[src/rtl/voice_pkg.sv]
// Shared PCM definitions used by the PDM front end and the downstream recognizer.
package voice_pkg;
  localparam int PCM_W = 16;

  typedef logic signed [PCM_W-1:0] pcm_t;

  function automatic pcm_t sat_pcm(input logic signed [23:0] v);
    if (v > 24'sd32767) begin
      return 16'sh7FFF;
    end else if (v < -24'sd32768) begin
      return 16'sh8000;
    end else begin
      return pcm_t'(v[PCM_W-1:0]);
    end
  endfunction
endpackage

[src/rtl/pdm_clkgen.sv]
// PDM bit-clock divider: micClk low for CLK_DIV/2 cycles, then high; tick marks the 0->1 cycle.
module pdm_clkgen #(
  parameter int CLK_DIV = 50
) (
  input  logic clk,
  input  logic reset_L,
  input  logic enable,
  output logic micClk,
  output logic tick
);
  localparam int CW   = $clog2(CLK_DIV);
  localparam int HALF = CLK_DIV / 2;

  logic [CW-1:0] cnt;
  logic [CW-1:0] cnt_nxt;

  always_comb begin
    cnt_nxt = (cnt == CW'(CLK_DIV - 1)) ? '0 : cnt + CW'(1);
  end

  // Disabling parks the divider at count 0 so re-enable always starts with a full low phase.
  always_ff @(posedge clk or negedge reset_L) begin
    if (!reset_L) begin
      cnt    <= '0;
      micClk <= 1'b0;
      tick   <= 1'b0;
    end else if (!enable) begin
      cnt    <= '0;
      micClk <= 1'b0;
      tick   <= 1'b0;
    end else begin
      cnt    <= cnt_nxt;
      micClk <= (cnt_nxt >= CW'(HALF));
      tick   <= (cnt_nxt == CW'(HALF));
    end
  end
endmodule

[src/rtl/pdm_decimator.sv]
// PDM-to-PCM decimator: box-car ones count over DECIM bits, scaled and saturated to 16 bits.
// Optional DC-blocking high-pass stage is built when PDM_DC_BLOCK_EN is defined.
module pdm_decimator
  import voice_pkg::*;
#(
  parameter int CLK_DIV    = 50,
  parameter int DECIM      = 64,
  parameter int GAIN_SHIFT = 8
) (
  input  logic clk,
  input  logic reset_L,
  input  logic enable,
  input  logic micData,
  output logic micClk,
  output pcm_t sample,
  output logic sample_valid,
  input  logic sample_ready,
  output logic overrun
);
  localparam int OW = $clog2(DECIM + 1);
  localparam int BW = $clog2(DECIM);

  logic          tick;
  logic          cap;
  logic          last;
  logic          mic_s1;
  logic          mic_s2;
  logic [OW-1:0] ones;
  logic [BW-1:0] bit_cnt;

  logic [23:0]        ones_tot;
  logic signed [23:0] diff;
  logic signed [23:0] scaled;
  pcm_t               pcm;
  pcm_t               new_pcm;
  logic               new_valid;

  pdm_clkgen #(.CLK_DIV(CLK_DIV)) u_clkgen (
    .clk     (clk),
    .reset_L (reset_L),
    .enable  (enable),
    .micClk  (micClk),
    .tick    (tick)
  );

  always_ff @(posedge clk or negedge reset_L) begin
    if (!reset_L) begin
      mic_s1 <= 1'b0;
      mic_s2 <= 1'b0;
    end else begin
      mic_s1 <= micData;
      mic_s2 <= mic_s1;
    end
  end

  assign cap  = tick && enable;
  assign last = cap && (bit_cnt == BW'(DECIM - 1));

  // The completing bit is folded in combinationally so the counters clear on that same tick.
  always_comb begin
    ones_tot = 24'(ones) + 24'(mic_s2);
    diff     = signed'((ones_tot << 1) - 24'(DECIM));
    scaled   = diff <<< GAIN_SHIFT;
    pcm      = sat_pcm(scaled);
  end

  always_ff @(posedge clk or negedge reset_L) begin
    if (!reset_L) begin
      ones    <= '0;
      bit_cnt <= '0;
    end else if (!enable || last) begin
      ones    <= '0;
      bit_cnt <= '0;
    end else if (cap) begin
      ones    <= ones + OW'(mic_s2);
      bit_cnt <= bit_cnt + BW'(1);
    end
  end

`ifdef PDM_DC_BLOCK_EN
  pcm_t               pcm_d;
  logic               pend;
  logic signed [23:0] pcm_ext;
  logic signed [23:0] avg;

  always_comb begin
    pcm_ext   = {{8{pcm_d[PCM_W-1]}}, pcm_d};
    new_pcm   = sat_pcm(pcm_ext - avg);
    new_valid = pend;
  end

  // avg moves toward pcm only after y has been formed from the old avg.
  always_ff @(posedge clk or negedge reset_L) begin
    if (!reset_L) begin
      pcm_d <= '0;
      pend  <= 1'b0;
      avg   <= '0;
    end else begin
      pend <= last;
      if (last) begin
        pcm_d <= pcm;
      end
      if (pend) begin
        avg <= avg + ((pcm_ext - avg) >>> 8);
      end
    end
  end
`else
  always_comb begin
    new_pcm   = pcm;
    new_valid = last;
  end
`endif

  // Handshake: a transfer occurs on any clk edge where sample_valid && sample_ready; sample
  // is stable while valid is high and unaccepted, and a new pcm then is dropped (overrun).
  always_ff @(posedge clk or negedge reset_L) begin
    if (!reset_L) begin
      sample       <= '0;
      sample_valid <= 1'b0;
      overrun      <= 1'b0;
    end else if (new_valid) begin
      if (!sample_valid || sample_ready) begin
        sample       <= new_pcm;
        sample_valid <= 1'b1;
      end else begin
        overrun <= 1'b1;
      end
    end else if (sample_valid && sample_ready) begin
      sample_valid <= 1'b0;
    end
  end
endmodule

[config.mk]
export PLATFORM = sky130hd
export DESIGN_NAME = pdm_decimator
export DESIGN_NICKNAME = d
export VERILOG_FILES = /design/src/rtl/voice_pkg.sv /design/src/rtl/pdm_clkgen.sv /design/src/rtl/pdm_decimator.sv
export SDC_FILE = /design/constraint.sdc
export NUM_CORES = 1
export LEC_CHECK = 0
export ABC_AREA = 1
export CAP_MARGIN = 20
export CORE_MARGIN = 1
export CORE_UTILIZATION = 40
export CTS_CLUSTER_DIAMETER = 150
export CTS_CLUSTER_SIZE = 10
export DETAILED_ROUTE_END_ITERATION = 7
export DONT_BUFFER_PORTS = 1
export GPL_TIMING_DRIVEN = 0
export PLACE_DENSITY_LB_ADDON = 0.2
export SETUP_SLACK_MARGIN = 0.1
export SLEW_MARGIN = 20
export SYNTH_ARGS = -nofsm -noshare
export SYNTH_HDL_FRONTEND = slang
export SYNTH_SLANG_ARGS = --single-unit
[constraint.sdc]
create_clock -name clk -period 3 [get_ports clk]
set_clock_uncertainty 0.1 [all_clocks]
set_input_delay 0.6 -clock clk [delete_from_list [all_inputs] [get_ports clk]]
set_output_delay 0.6 -clock clk [all_outputs]
set_load 0.02 [all_outputs]
==> results.json <==
{
  "outcome": "finished clean",
  "ys_warn_count": 0,
  "drt-total-wl_mm": 3.217,
  "critPathMaxFanout": 6,
  "die_h_um": 67.13,
  "gp_congestion": 0.8075,
  "ys_ff_latch": 33,
  "diodes": 0,
  "cp_num_buf_inv": 0,
  "first_pass_iters": 4,
  "critical-path-top-delay-family": "simple AND/OR/NAND/NOR gates",
  "setup.worst_path.start": "ones[0]",
  "root_buffer": "clkbuf_8",
  "worstPathRequired_ns": 3.11,
  "core_sq_mm": 0.004029,
  "start_kind": "flip-flop",
  "power_density_mw_per_mm2": 438.3,
  "nFillCells": 380,
  "worstHoldPathType": "in -> async",
  "drv_slew": 0,
  "multiInputGateArea_sq_um": 696.9,
  "slew_headroom": 0.7165,
  "cts_made_buffers": 5,
  "fin_ws_ns": 0.7152,
  "grt_use_total": 0.1614,
  "syn_avg_cell_area_sq_um": 8.526,
  "reg2reg_setup_slack_ns": 0.72,
  "area_growth_pct": 9.956,
  "cts.repair.resized": 0,
  "grt_pass1_wl_mm": 5.285,
  "worst_path_most_repeated_cell": "ha_1",
  "drive_gt1_frac": 0.1449,
  "dr.first_iter.drc_count": 57,
  "row_count": 23,
  "cts_tree": "done",
  "max_cap_violations": 0,
  "start_util": 0.4211,
  "h-tree-depth": 2,
  "cts.sinks": 33,
  "min_period_over_period": 0.7616,
  "reg2reg_depth": 10,
  "setup_violations": 0,
  "fin_nets": 218,
  "grt_overflow_total": 0,
  "die_width_um": 67.13,
  "grt_pass1_vias": 1242,
  "synth_cell_types": 27,
  "port_buffers": 0,
  "post-route-min-period_ns": 2.285,
  "worst-slew-pin-transition_ns": 0.4253,
  "ir_drop_mv": 0.2369,
  "final_common_cell": "nand2_1",
  "postRouteAntennaNets": 0,
  "drc": 0,
  "ios": 24,
  "ff_latch_area_sq_um": 825.8,
  "netlist_instances": 199,
  "crit_arrival_ns": 2.39,
  "wl_per_cell_um": 12.52,
  "ys_seq_area_frac": 0.4867,
  "timing.rr.end": "sample[9]",
  "clk_pin_slew_ns": 0.07,
  "finalHoldViolations": 0,
  "grt_max_degree": 34,
  "post-cts-setup-buffer-count": 0,
  "power_uw": 817.7,
  "crit_type": "reg -> reg",
  "antenna_found_initial": 0,
  "vias_per_cell": 5.051,
  "dieArea_sq_mm": 0.004506,
  "syn_nets": 210,
  "via_count": 1298,
  "pre_cts_ws_ns": 0.7482,
  "ctsLongestPathBuffers": 2,
  "endpoint_kind": "flip-flop",
  "rsz0062_at_grt": "false",
  "finalSetupTns_ns": 0,
  "final_cell_mix": "nand2_1, dfrtp_1, inv_1, nand3_1, nor2_1",
  "dp_hpwl_mm": 2.349,
  "slowest_delay_ns": 0.35,
  "cp_slowest_cell": "dfrtp_1",
  "clk_latency_ns": 0.28,
  "p_leak_uw": 0.0009403,
  "critical_path.reg2reg.startpoint": "ones[0]",
  "synth.cell_area_sq_mm": 0.001697,
  "crit_chain": "ha_1 -> ha_1 -> nand3_1 -> o21bai_1 -> nand2_1 -> ha_1 -> or2_2 -> nand4_2 -> nand2_1 -> nand3_1",
  "max_clock_freq_mhz": 437.7
}
==> flip-flops by register name, indices dropped and copies added, names as in the netlist <==
register	count
sample	8
ones	7
bit_cnt	6
u_clkgen.cnt	6
mic_s1	1
mic_s2	1
overrun	1
sample_valid	1
u_clkgen.micClk	1
u_clkgen.tick	1
==> synth_stat cells (all sizes together) <==
master  count  share of area
a21oi       6          0.018
buf        10          0.045
dfrtp      33           0.49
ha          6          0.044
inv        26          0.058
nand2      38          0.087
nand3      25          0.080
nand4       4          0.018
nor2       25          0.063
nor3        4          0.015
nor3b       2         0.0088
o21ai       9          0.027
o21bai      2         0.0088
o22ai       2         0.0074
or2         1         0.0037
xnor2       2          0.010
xor2        4          0.021
==> worst max path at each step <==
| stage | to | slack, ns | cells after the start |
|---|---|---|---|
| after floorplan | sample[14] | 0.95 | 10 |
| after global placement | sample[10] | 0.77 | 10 |
| after detailed placement | sample[9] | 0.75 | 10 |
| after CTS | sample[9] | 0.72 | 10 |
| after global routing | sample[13] | 0.55 | 10 |
| final | sample[9] | 0.72 | 10 |
==> what timing repair did <==
item	in CTS	in global routing
setup endpoints to repair	0	0
hold endpoints to repair	33	0
hold buffers	1	0
==> final cells by class <==
| type | instances | area share |
|---|---|---|
| clock buffer | 7 | 0.04628 |
| multi-input combinational | 130 | 0.3736 |
| inverter | 26 | 0.05231 |
| timing repair buffer | 1 | 0.01073 |
| buffer | 10 | 0.04091 |
| tap | 50 | 0.03353 |
| sequential | 33 | 0.4427 |
==> stage by stage <==
| step | instance area (sq um) | util | hold slack (ns) | cells |
|---|---|---|---|---|
| floorplan | 1697 | - | 0.2044 | 199 |
| global placement | 1759 | 0.4366 | 0.2058 | 249 |
| detailed placement | 1759 | 0.4366 | 0.2059 | 249 |
| CTS | 1866 | 0.4630 | 0.04370 | 257 |
| global route | 1866 | 0.4630 | 0.04322 | 257 |
| finish | 1866 | 0.4630 | 0.04612 | 257 |
==> metal layers <==
metal  global-route usage  up-vias  wire length (um)
li1                     -      648                 -
met1               0.2009      629              1488
met2               0.2525       17              1586
met3              0.06336        4               106
met4              0.05585        0                36
met5                    0        -                 0
==> where the power goes <==
group	total (uW)	leakage, uW	internal (uW)	switching [uW]
sequential	454	0.000454	450	3.64
clock	331	0.0000443	182	149
combinational	33.2	0.000442	9.80	23.4
==> cells by family after synthesis <==
logic type / synth area share
xor gates and xnor gates: 0.03097
AOI/OAI and AO/OA: 0.06047
and+or+nand+nor: 0.2751
DFF: 0.4867
adders and majority gates: 0.04425
buffers and inverters: 0.1025
Note: power is estimated with default switching activity, not from simulation.
